==> src/rtl/pipe_ctrl_if.sv <==
// pipe_ctrl_if -- hazard/stall bundle between the pipeline datapath and pipe_ctrl.
//   slave  : the controller (takes hazard inputs, drives enables/flushes/status)
//   master : the datapath side (drives hazard inputs, observes controls)
// Inputs : id_rs/id_rt (+valid), ex_w_reg, ex_reg_w_en, ex_read_mem,
//          ex_branch_taken, mem_busy, halt_req
// Outputs: pc_en, if_id_en, id_ex_en, ex_mem_en, mem_wb_en,
//          if_id_flush, id_ex_flush, halted, stall_cnt[15:0]
interface pipe_ctrl_if;
   logic [2:0]  id_rs;
   logic        id_rs_valid;
   logic [2:0]  id_rt;
   logic        id_rt_valid;
   logic [2:0]  ex_w_reg;
   logic        ex_reg_w_en;
   logic        ex_read_mem;
   logic        ex_branch_taken;
   logic        mem_busy;
   logic        halt_req;

   logic        pc_en;
   logic        if_id_en;
   logic        id_ex_en;
   logic        ex_mem_en;
   logic        mem_wb_en;
   logic        if_id_flush;
   logic        id_ex_flush;
   logic        halted;
   logic [15:0] stall_cnt;

   modport slave (
      input  id_rs, id_rs_valid, id_rt, id_rt_valid, ex_w_reg, ex_reg_w_en,
             ex_read_mem, ex_branch_taken, mem_busy, halt_req,
      output pc_en, if_id_en, id_ex_en, ex_mem_en, mem_wb_en,
             if_id_flush, id_ex_flush, halted, stall_cnt
   );

   modport master (
      output id_rs, id_rs_valid, id_rt, id_rt_valid, ex_w_reg, ex_reg_w_en,
             ex_read_mem, ex_branch_taken, mem_busy, halt_req,
      input  pc_en, if_id_en, id_ex_en, ex_mem_en, mem_wb_en,
             if_id_flush, id_ex_flush, halted, stall_cnt
   );
endinterface

==> src/rtl/pipe_ctrl.sv <==
// pipe_ctrl -- 5-stage pipeline hazard controller.
// Generates PC / pipeline-register write enables and bubble-insert flushes
// from load-use, taken-branch, memory-busy and halt conditions, and keeps a
// saturating count of stall cycles.
// Ports:
//   clk  : pipeline clock, rising edge
//   rst  : asynchronous reset, active LOW
//   bus  : pipe_ctrl_if.slave (hazard inputs in, enables/flushes/status out)
module pipe_ctrl (
   input  logic         clk,
   input  logic         rst,
   pipe_ctrl_if.slave   bus
);

   typedef enum logic [1:0] {RUN, MEM_WAIT, HALT} state_t;

   state_t      state_q, state_d;
   logic [15:0] stall_cnt_q, stall_cnt_d;

   logic pc_en, if_id_en, id_ex_en, ex_mem_en, mem_wb_en;
   logic if_id_flush, id_ex_flush, halted;
   logic load_use;

   assign load_use = bus.ex_read_mem & bus.ex_reg_w_en &
                     ((bus.id_rs_valid & (bus.id_rs == bus.ex_w_reg)) |
                      (bus.id_rt_valid & (bus.id_rt == bus.ex_w_reg)));

   always_comb begin
      state_d     = state_q;
      stall_cnt_d = stall_cnt_q;
      pc_en       = 1'b0;
      if_id_en    = 1'b0;
      id_ex_en    = 1'b0;
      ex_mem_en   = 1'b0;
      mem_wb_en   = 1'b0;
      if_id_flush = 1'b0;
      id_ex_flush = 1'b0;
      halted      = 1'b0;

      case (state_q)
         HALT: begin
            // Frozen until reset; counter also frozen.
            halted = 1'b1;
         end
         default: begin
            // RUN and MEM_WAIT share one rule set: once memory is no longer
            // busy, the waiting cycle resolves exactly like a RUN cycle.
            if (bus.halt_req) begin
               state_d = HALT;
            end else if (bus.mem_busy) begin
               state_d = MEM_WAIT;
            end else begin
               state_d = RUN;
               if (bus.ex_branch_taken) begin
                  // Redirect: the fetched and decoded instructions are wrong-path,
                  // so any load-use on the decode instruction is moot.
                  {pc_en, if_id_en, id_ex_en, ex_mem_en, mem_wb_en} = '1;
                  if_id_flush = 1'b1;
                  id_ex_flush = 1'b1;
               end else if (load_use) begin
                  // Hold PC and IF/ID, push one bubble into ID/EX.
                  id_ex_en    = 1'b1;
                  id_ex_flush = 1'b1;
                  ex_mem_en   = 1'b1;
                  mem_wb_en   = 1'b1;
               end else begin
                  {pc_en, if_id_en, id_ex_en, ex_mem_en, mem_wb_en} = '1;
               end
            end
            if (!pc_en && stall_cnt_q != 16'hFFFF)
               stall_cnt_d = stall_cnt_q + 16'd1;
         end
      endcase

      // Everything is quiet while reset is held, independent of the clock.
      if (!rst) begin
         {pc_en, if_id_en, id_ex_en, ex_mem_en, mem_wb_en} = '0;
         if_id_flush = 1'b0;
         id_ex_flush = 1'b0;
      end
   end

   always_ff @(posedge clk or negedge rst) begin
      if (!rst) begin
         state_q     <= RUN;
         stall_cnt_q <= '0;
      end else begin
         state_q     <= state_d;
         stall_cnt_q <= stall_cnt_d;
      end
   end

   assign bus.pc_en       = pc_en;
   assign bus.if_id_en    = if_id_en;
   assign bus.id_ex_en    = id_ex_en;
   assign bus.ex_mem_en   = ex_mem_en;
   assign bus.mem_wb_en   = mem_wb_en;
   assign bus.if_id_flush = if_id_flush;
   assign bus.id_ex_flush = id_ex_flush;
   assign bus.halted      = halted;
   assign bus.stall_cnt   = stall_cnt_q;

endmodule

==> src/flat_wrapper.sv <==
// flat-port wrapper written by rule: the top's interface ports become plain ports
module pipe_ctrl_flat 
  (clk, rst, bus_id_rs, bus_id_rs_valid, bus_id_rt, bus_id_rt_valid, bus_ex_w_reg, bus_ex_reg_w_en, bus_ex_read_mem, bus_ex_branch_taken, bus_mem_busy, bus_halt_req, bus_pc_en, bus_if_id_en, bus_id_ex_en, bus_ex_mem_en, bus_mem_wb_en, bus_if_id_flush, bus_id_ex_flush, bus_halted, bus_stall_cnt);
  pipe_ctrl_if bus_i ();
  input  logic clk;
  input  logic rst;
  input wire logic [$bits(bus_i.id_rs)-1:0] bus_id_rs;
  input wire logic [$bits(bus_i.id_rs_valid)-1:0] bus_id_rs_valid;
  input wire logic [$bits(bus_i.id_rt)-1:0] bus_id_rt;
  input wire logic [$bits(bus_i.id_rt_valid)-1:0] bus_id_rt_valid;
  input wire logic [$bits(bus_i.ex_w_reg)-1:0] bus_ex_w_reg;
  input wire logic [$bits(bus_i.ex_reg_w_en)-1:0] bus_ex_reg_w_en;
  input wire logic [$bits(bus_i.ex_read_mem)-1:0] bus_ex_read_mem;
  input wire logic [$bits(bus_i.ex_branch_taken)-1:0] bus_ex_branch_taken;
  input wire logic [$bits(bus_i.mem_busy)-1:0] bus_mem_busy;
  input wire logic [$bits(bus_i.halt_req)-1:0] bus_halt_req;
  output wire logic [$bits(bus_i.pc_en)-1:0] bus_pc_en;
  output wire logic [$bits(bus_i.if_id_en)-1:0] bus_if_id_en;
  output wire logic [$bits(bus_i.id_ex_en)-1:0] bus_id_ex_en;
  output wire logic [$bits(bus_i.ex_mem_en)-1:0] bus_ex_mem_en;
  output wire logic [$bits(bus_i.mem_wb_en)-1:0] bus_mem_wb_en;
  output wire logic [$bits(bus_i.if_id_flush)-1:0] bus_if_id_flush;
  output wire logic [$bits(bus_i.id_ex_flush)-1:0] bus_id_ex_flush;
  output wire logic [$bits(bus_i.halted)-1:0] bus_halted;
  output wire logic [$bits(bus_i.stall_cnt)-1:0] bus_stall_cnt;
  assign bus_i.id_rs = bus_id_rs;
  assign bus_i.id_rs_valid = bus_id_rs_valid;
  assign bus_i.id_rt = bus_id_rt;
  assign bus_i.id_rt_valid = bus_id_rt_valid;
  assign bus_i.ex_w_reg = bus_ex_w_reg;
  assign bus_i.ex_reg_w_en = bus_ex_reg_w_en;
  assign bus_i.ex_read_mem = bus_ex_read_mem;
  assign bus_i.ex_branch_taken = bus_ex_branch_taken;
  assign bus_i.mem_busy = bus_mem_busy;
  assign bus_i.halt_req = bus_halt_req;
  assign bus_pc_en = bus_i.pc_en;
  assign bus_if_id_en = bus_i.if_id_en;
  assign bus_id_ex_en = bus_i.id_ex_en;
  assign bus_ex_mem_en = bus_i.ex_mem_en;
  assign bus_mem_wb_en = bus_i.mem_wb_en;
  assign bus_if_id_flush = bus_i.if_id_flush;
  assign bus_id_ex_flush = bus_i.id_ex_flush;
  assign bus_halted = bus_i.halted;
  assign bus_stall_cnt = bus_i.stall_cnt;
  pipe_ctrl u_core (.clk(clk), .rst(rst), .bus(bus_i));
endmodule
==> config.mk <==
export PLATFORM = sky130hd
export DESIGN_NAME = pipe_ctrl_flat
export DESIGN_NICKNAME = d
export VERILOG_FILES = /design/src/rtl/pipe_ctrl_if.sv /design/src/rtl/pipe_ctrl.sv /design/src/flat_wrapper.sv
export SDC_FILE = /design/constraint.sdc
export NUM_CORES = 1
export LEC_CHECK = 0
export ABC_AREA = 0
export CORE_UTILIZATION = 30
export CTS_CLUSTER_SIZE = 24
export DETAILED_ROUTE_END_ITERATION = 12
export MAX_ROUTING_LAYER = met4
export PLACE_DENSITY = 0.63
export RECOVER_POWER = 100
export SYNTH_ARGS = -nofsm -noshare
export SYNTH_HDL_FRONTEND = slang
export SYNTH_SLANG_ARGS = --single-unit
==> constraint.sdc <==
create_clock -name clk -period 3.4 [get_ports clk]
set_clock_uncertainty 0.2 [all_clocks]
set_input_delay 0.68 -clock clk [delete_from_list [all_inputs] [get_ports clk]]
set_output_delay 0.68 -clock clk [all_outputs]
set_load 0.05 [all_outputs]
==> impl_metrics.yaml <==
synthesis:
  synth_nets: 116
  ys_seq_area_frac: 0.4450
  synthCells: 97
  yosysUniqueCellTypes: 29
  synth-seq-cells: 18
  synth_top_flop_cell: "dfrtp_1"
  syn_area_per_cell_um2: 10.44
  synth_edf_count: 0
  syn_area_mm2: 0.001012
  yosys_warnings: 0
  async_flop_share: 1.000
sta:
  slew_violations: 0
  tns_ns: 0
  hold_viol: 0
  period_share: 0.9374
  worst_slew_pin_slew_ns: 1.168
  timing.slew.headroom: 0.2203
  rsz0062_at_grt: "no"
  fin_ws_ns: 0.2128
  clock.fmax_mhz: 313.8
  setup_violations: 0
  fin_crit_ns: 3.187
drt:
  vias_per_cell: 4.560
  wl_mm: 2.375
  drc: 0
  wire_per_inst_um: 12.91
  dr.pass1.iters: 2
  vias: 839
  ant_nets: 0
  drt-initial-drc-count: 12
worst_hold_path:
  hold_class: "reg2reg"
  min_path_cells: 1
floorplanning:
  rows: 20
  dieArea_mm2: 0.003610
  die_h_um: 60.09
  dieWidth_um: 60.09
  io_pins: 42
  start_util: 0.3236
  core_mm2: 0.003128
clock_tree:
  clk_latency_ns: 0.29
  clockBufferDepth: 2
  cts-resized-gates: 0
  post_cts_buffers: 0
  h-tree-depth: 1
  clkTransAtPathRegs_ns: 0.11
  cts.sinks: 18
  hold_buffers: 0
  cts_tree: "done"
  root_buffer: "clkbuf_4"
  cts_buffers: 3
worst_setup_path:
  critPathRequiredTime_ns: 2.52
  max_stage_delay_ns: 0.43
  start_kind: "primary input"
  critical_path_depth: 5
  cp_slowest_cell: "clkdlybuf4s50_1"
  crit_chain: "clkdlybuf4s50_1 -> or2_2 -> nor3b_2 -> clkbuf_1 -> buf_12"
  cpLargestDelayFamily: "buffers and inverters"
  r2r.worst_path.cells: 6
  end_kind: "output pin"
  crit_fanout: 5
  crit_arrival_ns: 2.31
  reg2reg_slack_ns: 1.02
  critPathKind: "in2out"
  crit_buf_inv: 3
place:
  dp.final_hpwl_mm: 1.873
  gp_congestion: 0.7194
  port_buffers: 41
  dp_slack_ns: 0.2431
power_and_ir_drop:
  vdd_drop_max_v: 0.0004768
  pwr_density_cell_mw_per_mm2: 341.8
  internal-power_uw: 353.1
  clkPwrFrac: 0.248
  p_sw_frac: 0.3303
  switchingPower_uw: 174.2
  power_frac_comb: 0.281
  pwr-share-seq: 0.471
  p_leak_uw: 0.0007310
final_layout:
  nets: 160
  n_antenna_cell: 0
  layout_common_cells: "dlygate4sd3_1, dfrtp_1, clkdlybuf4s50_1"
  area_delta_synth_final_pct: 52.41
  fillCellCount: 305
  drive_gt1_frac: 0.1500
global_routing:
  grt_pass1_vias: 876
  grt_pass1_wl_mm: 3.877
  use_met3: 0.03247
  gr-usage-met1: 0.1725
  use_met2: 0.2556
  antenna_found_initial: 0
  grt-busiest-layer: "met2"
  grt-ovfl-total: 0
  grt_max_degree: 19
  track_usage: 0.1495
status:
  status: "finished clean"
job:
  drv_cap: 0
==> worst register-to-register path, stage by stage, from the launching register on <==
cell,delay [ns]
dfrtp_1,0.43
ha_1,0.21
and2_2,0.19
nand4_1,0.10
or3_4,0.40
o311ai_2,0.32
mux2_2,0.43
==> worst paths after layout <==
path	start	endpoint
max	bus_halt_req	bus_mem_wb_en
min	u_core.bus.stall_cnt[13]$_DFFE_PN0P_	u_core.bus.stall_cnt[13]$_DFFE_PN0P_
max reg2reg	u_core.bus.stall_cnt[0]$_DFFE_PN0P_	u_core.bus.stall_cnt[1]$_DFFE_PN0P_
min reg2reg	u_core.bus.stall_cnt[13]$_DFFE_PN0P_	u_core.bus.stall_cnt[13]$_DFFE_PN0P_
max in group asynchronous	rst	u_core.bus.stall_cnt[1]$_DFFE_PN0P_
min in group asynchronous	rst	u_core.bus.stall_cnt[9]$_DFFE_PN0P_
==> power groups by stage <==
stage               Clock [µW]  Combinational [µW]  Sequential (µW)
floorplan                    0                39.8              305
global placement             0                 158              254
detailed placement           0                 160              254
CTS                        136                 161              250
global route               145                 158              254
finish                     131                 148              249
==> area by class of cell <==
cell class              instances  area, µm²  area share
multi-input cells              71      498.0      0.3228
repair buffers                 43      488.0      0.3163
flip-flops and latches         18      450.4      0.2920
well taps                      44      55.05     0.03569
clock buffers                   4      36.28     0.02352
inverters                       4      15.01    0.009732
==> synth_stat cells (2+ instances only) <==
master | n | area, µm²
dfrtp_1 | 18 | 450.4
xor2_1 | 14 | 122.6
nand2_1 | 10 | 37.54
nor2_1 | 7 | 26.28
xnor2_1 | 7 | 61.31
nand4_1 | 6 | 37.54
nor3_1 | 5 | 25.02
inv_1 | 4 | 15.01
buf_4 | 3 | 22.52
nand3_1 | 2 | 10.01
nor2b_1 | 2 | 12.51
nor3_2 | 2 | 20.02
==> registers in the layout, indices dropped and copies added, names as in the netlist <==
register / flops
u_core.state_q: 2
u_core.bus.stall_cnt: 16
==> logic make-up (layout without fill, tap and decap cells) <==
kind of cell / after synthesis / after routing / share of synthesized area
and+or+nand+nor: 44 / 44 / 0.2435
xor gates and xnor gates: 21 / 21 / 0.1817
DFF: 18 / 18 / 0.4450
buffers and inverters: 8 / 51 / 0.05191
AOI/OAI and AO/OA: 4 / 4 / 0.05068
adders and majority gates: 1 / 1 / 0.01236
muxes: 1 / 1 / 0.01483
==> per-layer routing <==
| layer | up-vias | part of all wire | wire length, µm |
|---|---|---|---|
| met1 | 391 | 0.44 | 1041 |
| li1 | 411 | - | - |
| met3 | 2 | 0.068 | 162 |
| met4 | 0 | 0.0051 | 12 |
| met2 | 35 | 0.49 | 1159 |
| met5 | - | 0 | 0 |
==> per-stage QoR <==
step                      hold slack [ns]  cell area (µm²)  std cells  power (µW)  utilization
after CTS                          0.2989             1580        184       547.7       0.5052
after floorplan                    0.1844             1031         97       344.4            -
after detailed placement           0.2842             1544        180       413.9       0.4936
after global routing               0.3187             1543        184       557.1       0.4932
after global placement             0.2799             1544        180       411.6       0.4936
final                              0.2953             1543        184       527.3       0.4932
Note: power is estimated with default switching activity, not from simulation.
